[src/rtl/sm83_alu_seq.sv]
// sm83_alu_seq: nibble-serial control sequencer for the SM83 8-bit ALU group (ADD..CP).
// Define SM83_ALU_SEQ_B2B_EN to let a new op issue directly from HI.
module sm83_alu_seq #(
  parameter int ALU_WIDTH = 4
) (
  input  logic       i_clk,
  input  logic       i_reset,
  input  logic       i_start,
  input  logic [2:0] i_op,
  input  logic       i_flag_c_in,
  input  logic       i_alu_carry,
  input  logic       i_alu_zero,
  output logic       o_din_sel,
  output logic       o_shift_oe,
  output logic       o_load_a,
  output logic       o_load_b,
  output logic       o_result_oe,
  output logic       o_no_carry_out,
  output logic       o_force_carry,
  output logic       o_ignore_carry,
  output logic       o_negate,
  output logic       o_carry_in,
  output logic       o_mux,
  output logic       o_op_b_mux,
  output logic       o_busy,
  output logic       o_wb,
  output logic       o_done,
  output logic       o_flag_z,
  output logic       o_flag_n,
  output logic       o_flag_h,
  output logic       o_flag_c
);
  // state | meaning
  // IDLE  | waiting for start
  // LDA   | operand A (accumulator) loaded from the bus
  // LDB   | operand B loaded from the bus
  // LO    | low nibble pass, core carry captured into lo_c
  // HI    | high nibble pass, write-back and flag update
  typedef enum logic [2:0] {S_IDLE, S_LDA, S_LDB, S_LO, S_HI} state_t;

  localparam logic [2:0] OP_ADD = 3'd0;
  localparam logic [2:0] OP_ADC = 3'd1;
  localparam logic [2:0] OP_SUB = 3'd2;
  localparam logic [2:0] OP_SBC = 3'd3;
  localparam logic [2:0] OP_AND = 3'd4;
  localparam logic [2:0] OP_XOR = 3'd5;
  localparam logic [2:0] OP_OR  = 3'd6;
  localparam logic [2:0] OP_CP  = 3'd7;

  if (ALU_WIDTH != 4) begin : g_width_check
    $error("sm83_alu_seq flag rules are defined for ALU_WIDTH == 4 only");
  end

  state_t     r_state;
  state_t     w_next;
  logic [2:0] r_op;
  logic       r_cin;
  logic       r_lo_c;
  logic       r_done;
  logic       r_flag_z, r_flag_n, r_flag_h, r_flag_c;
  logic       w_accept;
  logic       w_logic;
  logic       w_sub;
  logic       w_flag_z, w_flag_n, w_flag_h, w_flag_c;

  assign w_logic = r_op[2] & (r_op != OP_CP);
  assign w_sub   = ~w_logic & (r_op[1] | r_op[2]);

  // Subtraction runs as A + ~B + cin, so the core carry is an inverted borrow.
  assign w_flag_z = i_alu_zero;
  assign w_flag_n = w_sub;
  assign w_flag_h = w_logic ? (r_op == OP_AND) : (r_lo_c ^ w_sub);
  assign w_flag_c = w_logic ? 1'b0 : (i_alu_carry ^ w_sub);

  always_comb begin
    w_next   = r_state;
    w_accept = 1'b0;
    case (r_state)
      S_IDLE: begin
        if (i_start) begin
          w_next   = S_LDA;
          w_accept = 1'b1;
        end
      end
      S_LDA: w_next = S_LDB;
      S_LDB: w_next = S_LO;
      S_LO:  w_next = S_HI;
      S_HI: begin
`ifdef SM83_ALU_SEQ_B2B_EN
        if (i_start) begin
          w_next   = S_LDA;
          w_accept = 1'b1;
        end else begin
          w_next = S_IDLE;
        end
`else
        w_next = S_IDLE;
`endif
      end
      default: w_next = S_IDLE;
    endcase
  end

  always_comb begin
    o_din_sel      = 1'b0;
    o_shift_oe     = 1'b0;
    o_load_a       = 1'b0;
    o_load_b       = 1'b0;
    o_result_oe    = 1'b0;
    o_no_carry_out = 1'b0;
    o_force_carry  = 1'b0;
    o_ignore_carry = 1'b0;
    o_negate       = 1'b0;
    o_carry_in     = 1'b0;
    o_mux          = 1'b0;
    o_op_b_mux     = 1'b0;
    o_busy         = 1'b0;
    o_wb           = 1'b0;
    case (r_state)
      S_LDA: begin
        o_busy     = 1'b1;
        o_shift_oe = 1'b1;
        o_load_a   = 1'b1;
      end
      S_LDB: begin
        o_busy     = 1'b1;
        o_shift_oe = 1'b1;
        o_load_b   = 1'b1;
        o_din_sel  = 1'b1;
      end
      S_LO, S_HI: begin
        o_busy         = 1'b1;
        o_no_carry_out = (r_op == OP_XOR) | (r_op == OP_OR);
        o_ignore_carry = (r_op == OP_OR);
        o_force_carry  = (r_op == OP_AND);
        o_negate       = w_sub;
        if (r_state == S_LO) begin
          case (r_op)
            OP_ADD:        o_carry_in = 1'b0;
            OP_ADC:        o_carry_in = r_cin;
            OP_SUB, OP_CP: o_carry_in = 1'b1;
            OP_SBC:        o_carry_in = ~r_cin;
            OP_AND:        o_carry_in = 1'b1;
            default:       o_carry_in = 1'b0;
          endcase
        end else begin
          o_mux       = 1'b1;
          o_op_b_mux  = 1'b1;
          o_result_oe = 1'b1;
          o_wb        = (r_op != OP_CP);
          o_carry_in  = w_logic ? (r_op == OP_AND) : r_lo_c;
        end
      end
      default: ;
    endcase
  end

  always_ff @(posedge i_clk) begin
    if (i_reset) begin
      r_state  <= S_IDLE;
      r_op     <= OP_ADD;
      r_cin    <= 1'b0;
      r_lo_c   <= 1'b0;
      r_done   <= 1'b0;
      r_flag_z <= 1'b0;
      r_flag_n <= 1'b0;
      r_flag_h <= 1'b0;
      r_flag_c <= 1'b0;
    end else begin
      r_state <= w_next;
      r_done  <= (r_state == S_HI);
      if (w_accept) begin
        r_op  <= i_op;
        // A chained op must see the carry being produced right now, not the stale port value.
        r_cin <= (r_state == S_HI) ? w_flag_c : i_flag_c_in;
      end
      if (r_state == S_LO) r_lo_c <= i_alu_carry;
      if (r_state == S_HI) begin
        r_flag_z <= w_flag_z;
        r_flag_n <= w_flag_n;
        r_flag_h <= w_flag_h;
        r_flag_c <= w_flag_c;
      end
    end
  end

  assign o_done   = r_done;
  assign o_flag_z = r_flag_z;
  assign o_flag_n = r_flag_n;
  assign o_flag_h = r_flag_h;
  assign o_flag_c = r_flag_c;

endmodule

[config.mk]
export PLATFORM = sky130hd
export DESIGN_NAME = sm83_alu_seq
export DESIGN_NICKNAME = d
export VERILOG_FILES = /design/src/rtl/sm83_alu_seq.sv
export SDC_FILE = /design/constraint.sdc
export NUM_CORES = 1
export LEC_CHECK = 0
export CORE_UTILIZATION = 26
export CTS_CLUSTER_DIAMETER = 40
export CTS_CLUSTER_SIZE = 28
export DETAILED_ROUTE_END_ITERATION = 6
export PLACE_DENSITY = 0.53
export SLEW_MARGIN = 20
export SYNTH_ARGS = -nofsm -noshare
export SYNTH_HDL_FRONTEND = slang
export SYNTH_SLANG_ARGS = --single-unit
[constraint.sdc]
create_clock -name i_clk -period 1.4 [get_ports i_clk]
set_input_delay 0.28 -clock i_clk [delete_from_list [all_inputs] [get_ports i_clk]]
set_output_delay 0.28 -clock i_clk [all_outputs]
set_load 0.005 [all_outputs]
# Word-level counts from Yosys, hierarchy flattened
# Index checks and enable logic that the tools add are counted.
[classes] n_eq_ne=13 bitwise=8 reduce_logical=5 muxes=23
[ops] cell="$mux 1" count=20
[ops] cell="$eq 3x3->1 const B" count=5
[ops] cell="$eq 3x2->1 const B" count=4
[ops] cell="$pmux 3 s4" count=1
[ops] cell="$eq 3x1->1 const B" count=2
[ops] cell="$reduce_or 2->1" count=2
[ops] cell="$reduce_or 4->1" count=1
[ops] cell="$logic_not 3->1" count=1
[ops] cell="$mux 3" count=1
[ops] cell="$ne 3x3->1 const B" count=1
[ops] cell="$pmux 1 s3" count=1
[ops] cell="$reduce_or 3->1" count=1
[ops] cell="$and 1x1->1" count=2
[ops] cell="$ne 2x2->1 const B" count=1
[ops] cell="$not 1->1" count=2
[ops] cell="$or 1x1->1" count=2
[ops] cell="$xor 1x1->1" count=2
[totals] wordCells=58 regBits=13

# Depth between registers and ports, before layout
[depth] ltp_word=7 depth_mapped=6 ltp_nobuf=5

# Worst setup path after synthesis
# OpenSTA, ideal clock, no wires.
[synth_path] kind="reg-to-output" start="register r_op[0]" end="output port o_carry_in" setup_slack_ps=86 stages_incl_launch_ff=6 n_path_buf=1 arrival_ps=1034 path_cell_list="dfxtp_1 buf_4 or2b_2 nor2_1 a21oi_1 o22ai_1"
[synth_between] elab_chain_cells=5
[synth_lines] item="from (decl)" line_no="56" text="logic [2:0] r_op;"
[synth_lines] item="from (signal assigned)" line_no="173" text="r_op <= i_op;"
[synth_lines] item="$eq 3x3->1, or another cell as far along" line_no="138, 151"
[synth_lines] item="$reduce_or 3->1 (no source line) or $and 1x1->1 (tied branches)"
[synth_lines] item="$pmux 1 s3 or $mux 1 (tied branches)" line_no="138, 151"
[synth_lines] item="$mux 1 *" line_no="137" text="if (r_state == S_LO) begin"
[synth_lines] item="$mux 1 *" line_no="119" text="case (r_state)"
[synth_lines] item="to (decl)" line_no="22" text="output logic o_carry_in,"
# Every way passes the cells marked *; elsewhere a longest branch is shown, timed or not.

# Final worst setup path
[layout_path] start="register r_state[2]" end="output port o_force_carry"
[layout_between] elab_chain_cells=3
[layout_lines] item="from (decl)" line_no="54" text="state_t r_state;"
[layout_lines] item="from (signal assigned)" line_no="170" text="r_state <= w_next;"
[layout_lines] item="$eq 3x2->1 or $eq 3x3->1 (tied branches)" line_no="119"
[layout_lines] item="$reduce_or 2->1 *" line_no="119"
[layout_lines] item="$mux 1 *" line_no="119"
[layout_lines] item="to (decl)" line_no="19" text="output logic o_force_carry,"
# Marks and branches as above.

==> summary.md <==
The first detailed-routing pass took 4 iterations. The width of the die was 53.8 um. TritonCTS built the clock tree.

The maximum number of pins on one net before global-route repair came out at 8. The first global-routing pass estimated 3210 um of wire. The tools report the worst-case clock buffer depth as 2. Synthesis produced a netlist whose cell count is 79. The number of antenna diodes in the final layout is 0. The tools report the root buffer cell as sky130_fd_sc_hd__clkbuf_4.

In this run the worst path has a maximum fanout of 3. The run gives 27.9% as the starting density of the core. Across all hold checks on the routed design, the worst slack comes to 0.457 ns. In the finished design, the share of the clock period the worst path needs comes to 117%.

The largest vdd supply drop was 0.521 mV; the placement-stage worst setup slack was -0.325 ns. For hold timing, the worst endpoint is o_flag_z$_SDFFE_PP0N_. The synthesized netlist devotes 9.16% of its cell area to compound gates. Data on the critical path arrives at its endpoint at 1.36 ns.

Power density over cell area: 759 nW/um^2. At the end of routability-driven placement, the weighted congestion stood at 0.831. Summing the areas of all xor and xnor instances in the mapped netlist gives 6.28% of the synthesized area.

The number of hold buffers added after CTS came out at 0. The H-tree level count was 1. The finished cells cover 1350 sq um.

Ranked by total cell area, the synthesized netlist is headed by sky130_fd_sc_hd__dfxtp_1 (37%), sky130_fd_sc_hd__mux2i_1 (7.2%), sky130_fd_sc_hd__buf_4 (5.4%). After the first detailed-routing iteration, the DRC count stood at 3. The via count of the first global-routing pass was 743; the die outline area was 2890 sq um.

Number of top-level design ports: 28. The run finished, with violations left. The clock-pin transition on the worst setup and hold timing paths was 0.09 ns. The area share of fa/ha/maj cells after synthesis is 0%.

The synthesized area divided by synthesized cell count is 8.82 sq um. The endpoint identified for the worst register-to-register timing path is r_op[2]$_SDFFE_PP0P_. The cell area that synthesis handed to floorplanning was 697 sq um.

In the final layout, the share of cells above drive strength 1 is 58.8%. The final layout contains routed wiring with a total length of 2060 um. The setup check on the worst reg-to-reg path leaves a slack of -0.02 ns.

The proportion of synthesized area in mux cells works out to 7.18%. Of the synthesized area, sequential elements account for 37.3%. Derived from the worst setup path, the maximum achievable clock frequency is 611 MHz. Largest family of logic cells by synthesized area: simple AND/OR/NAND/NOR gates. Layout overhead on the synthesized area: 94.3%. The number of pins with negative max-slew slack in the final report was 0; the latest clock arrival within the worst-skew pair was 0.29 ns. Synthesis instantiated 30 different standard cells from the library.

The final net count is 146, and the number of I/O port buffers is 27. For this run, the number of Yosys warnings is 0. Setup repair after global routing could not meet its margin everywhere. Counting instances, the worst hold path has a depth of 2. Data on the critical path is required at its endpoint by 1.12 ns.

The hold violation count in the final report was 0; the total congestion overflow after global routing was 0. The HPWL after detailed placement is 1270 um. The library cell with the highest instance count after synthesis is sky130_fd_sc_hd__dfxtp_1. The core area is 2500 sq um. Most common flop cell mapped by yosys: sky130_fd_sc_hd__dfxtp_1. Launch instance of the worst min-delay path: o_flag_z$_SDFFE_PP0N_. Counting the buffers created by CTS gives 3. The path class of the tightest hold or removal check is flip-flop to flip-flop. For the pin with the worst max-slew slack, the measured transition is 0.287 ns. The share of async-settable or async-resettable flops after synthesis is 0%. Measured along the y axis, the die boundary spans 53.8 um. The worst slew margin relative to its limit was 80.8%; the number of remaining DRC errors was 0. The share of synthesized area in the top cell type comes to 37.3%.

Via density per instance: 4.69. The start of the worst register-to-register path was r_state[0]$_SDFFE_PP0P_. The shortest clock period the worst path allows after layout came out at 1.64 ns. Setup violations remaining at the end of the flow were counted as 14. Counting flops with a built-in enable in the synthesized netlist gives 0. The largest total area in the synthesized netlist belongs to sky130_fd_sc_hd__dfxtp_1. The number of nets handed over by synthesis was 88. In the global route stage, overall resource usage came out at 16.1%. The fraction of the core area covered by cells at the end of the flow was 54.2%; the count of antenna-violating nets left after detailed routing was 0.

The via count was 778. The tools report the endpoint kind of the worst setup timing path as a primary output. Category of the worst setup path launch point: a flip-flop.

The number of clock sinks came out at 13. The cell depth of the worst flop-to-flop path was 6; the post-layout worst setup margin was -0.238 ns. After detailed routing, the average wire length per cell comes to 12.4 um. Of the total synthesized cell area, the portion taken by AND, OR, NAND and NOR gates is 29.6%. The clock arrives with 0.00445 ns of skew. In this run the cell area measured after placement is 1100 sq um. The final reports fail on setup timing. The number of storage elements in the synthesis netlist came out at 13. The commonest cells after synthesis are sky130_fd_sc_hd__dfxtp_1 (13), sky130_fd_sc_hd__nand2_1 (10), sky130_fd_sc_hd__nor2_1 (10), sky130_fd_sc_hd__buf_4 (5), sky130_fd_sc_hd__mux2i_1 (5). The number of antenna violations at the first check in global routing was 0. In this run the static leakage power is 0.000650 uW. Row generation in the floorplan step produced 18 rows. For the max-capacitance violation count, the log shows 0.

By startpoint and endpoint, the worst setup path is classified as flip-flop to primary output.
## routing by layer
layer / share of wire, % / vias up / GRT usage (%)
met2: 50 / 26 / 28.0
met5: 0 / - / 0
li1: - / 383 / -
met1: 41 / 363 / 17.3
met3: 6.3 / 6 / 5.37
met4: 2.0 / 0 / 7.89
## how the worst max path moves through the flow
stage	end	depth (start not counted)	slack (ns)	startpoint
floorplan	o_carry_in	5	0.09	r_op[0]$_SDFFE_PP0P_
CTS	o_force_carry	4	-0.23	r_state[2]$_SDFFE_PP0P_
global route	o_force_carry	4	-0.31	r_state[2]$_SDFFE_PP0P_
finish	o_force_carry	4	-0.24	r_state[2]$_SDFFE_PP0P_
global placement	o_force_carry	3	-0.35	r_state[0]$_SDFFE_PP0P_
detailed placement	o_ignore_carry	4	-0.32	r_state[0]$_SDFFE_PP0P_
## cells in the final DEF, fill, tap and decap left out, types with 4 or more instances in the layout
cell type and instances:
sky130_fd_sc_hd__mux2i_1 5, sky130_fd_sc_hd__clkdlybuf4s50_1 8, sky130_fd_sc_hd__nor2_1 9, sky130_fd_sc_hd__dfxtp_1 4
sky130_fd_sc_hd__dfxtp_2 7, sky130_fd_sc_hd__buf_2 7, sky130_fd_sc_hd__nand2_1 7, sky130_fd_sc_hd__buf_4 22
sky130_fd_sc_hd__buf_6 20
## through the flow
step                instances  setup TNS [ns]  total power, uW
floorplan                  79               0              556
global placement          149           -3.36              692
detailed placement        149           -3.48              693
CTS                       164           -1.60             1020
global route              166           -2.68             1080
finish                    166           -1.66             1030
## final cells by class
type                       count  area (sq um)
tap                           30          37.5
sequential                    13           277
multi-input combinational     56           448
inverter                       1          8.76
timing repair buffer          62           557
fill                         241          1150
clock buffer                   4          26.3
## sequential cells by signal (all words and copies together) (netlist names)
register / flops
o_flag_c: 1
o_flag_z: 1
o_done: 1
r_op: 3
r_cin: 1
o_flag_h: 1
r_state: 3
o_flag_n: 1
r_lo_c: 1
## kinds of logic (layout without fill, tap and decap cells)
logic type,Yosys count,in the layout
multiplexers,5,5
AND/OR/NAND/NOR,36,36
AO/OA/AOI/OAI,10,10
buffers and inverters,10,67
flip-flops,13,13
XOR/XNOR,5,5
## critical path, cell delays in order, from the launching register on
cell and delay, ns:
sky130_fd_sc_hd__dfxtp_2 0.33, sky130_fd_sc_hd__nand3b_1 0.25, sky130_fd_sc_hd__buf_4 0.20, sky130_fd_sc_hd__a211oi_2 0.16
sky130_fd_sc_hd__buf_2 0.14
## timing repair
item                                    4_1_cts  5_1_grt
pin swaps                                    13        7
setup buffers                                11        3
gates resized for setup                     100       12
cloned                                        0        0
endpoints found under the setup margin       22       21
## power by group
| part | internal, uW | switching [uW] |
|---|---|---|
| sequential | 391 | 21.6 |
| clock | 111 | 136 |
| combinational | 230 | 137 |
Note: power is estimated with default switching activity, not from simulation.
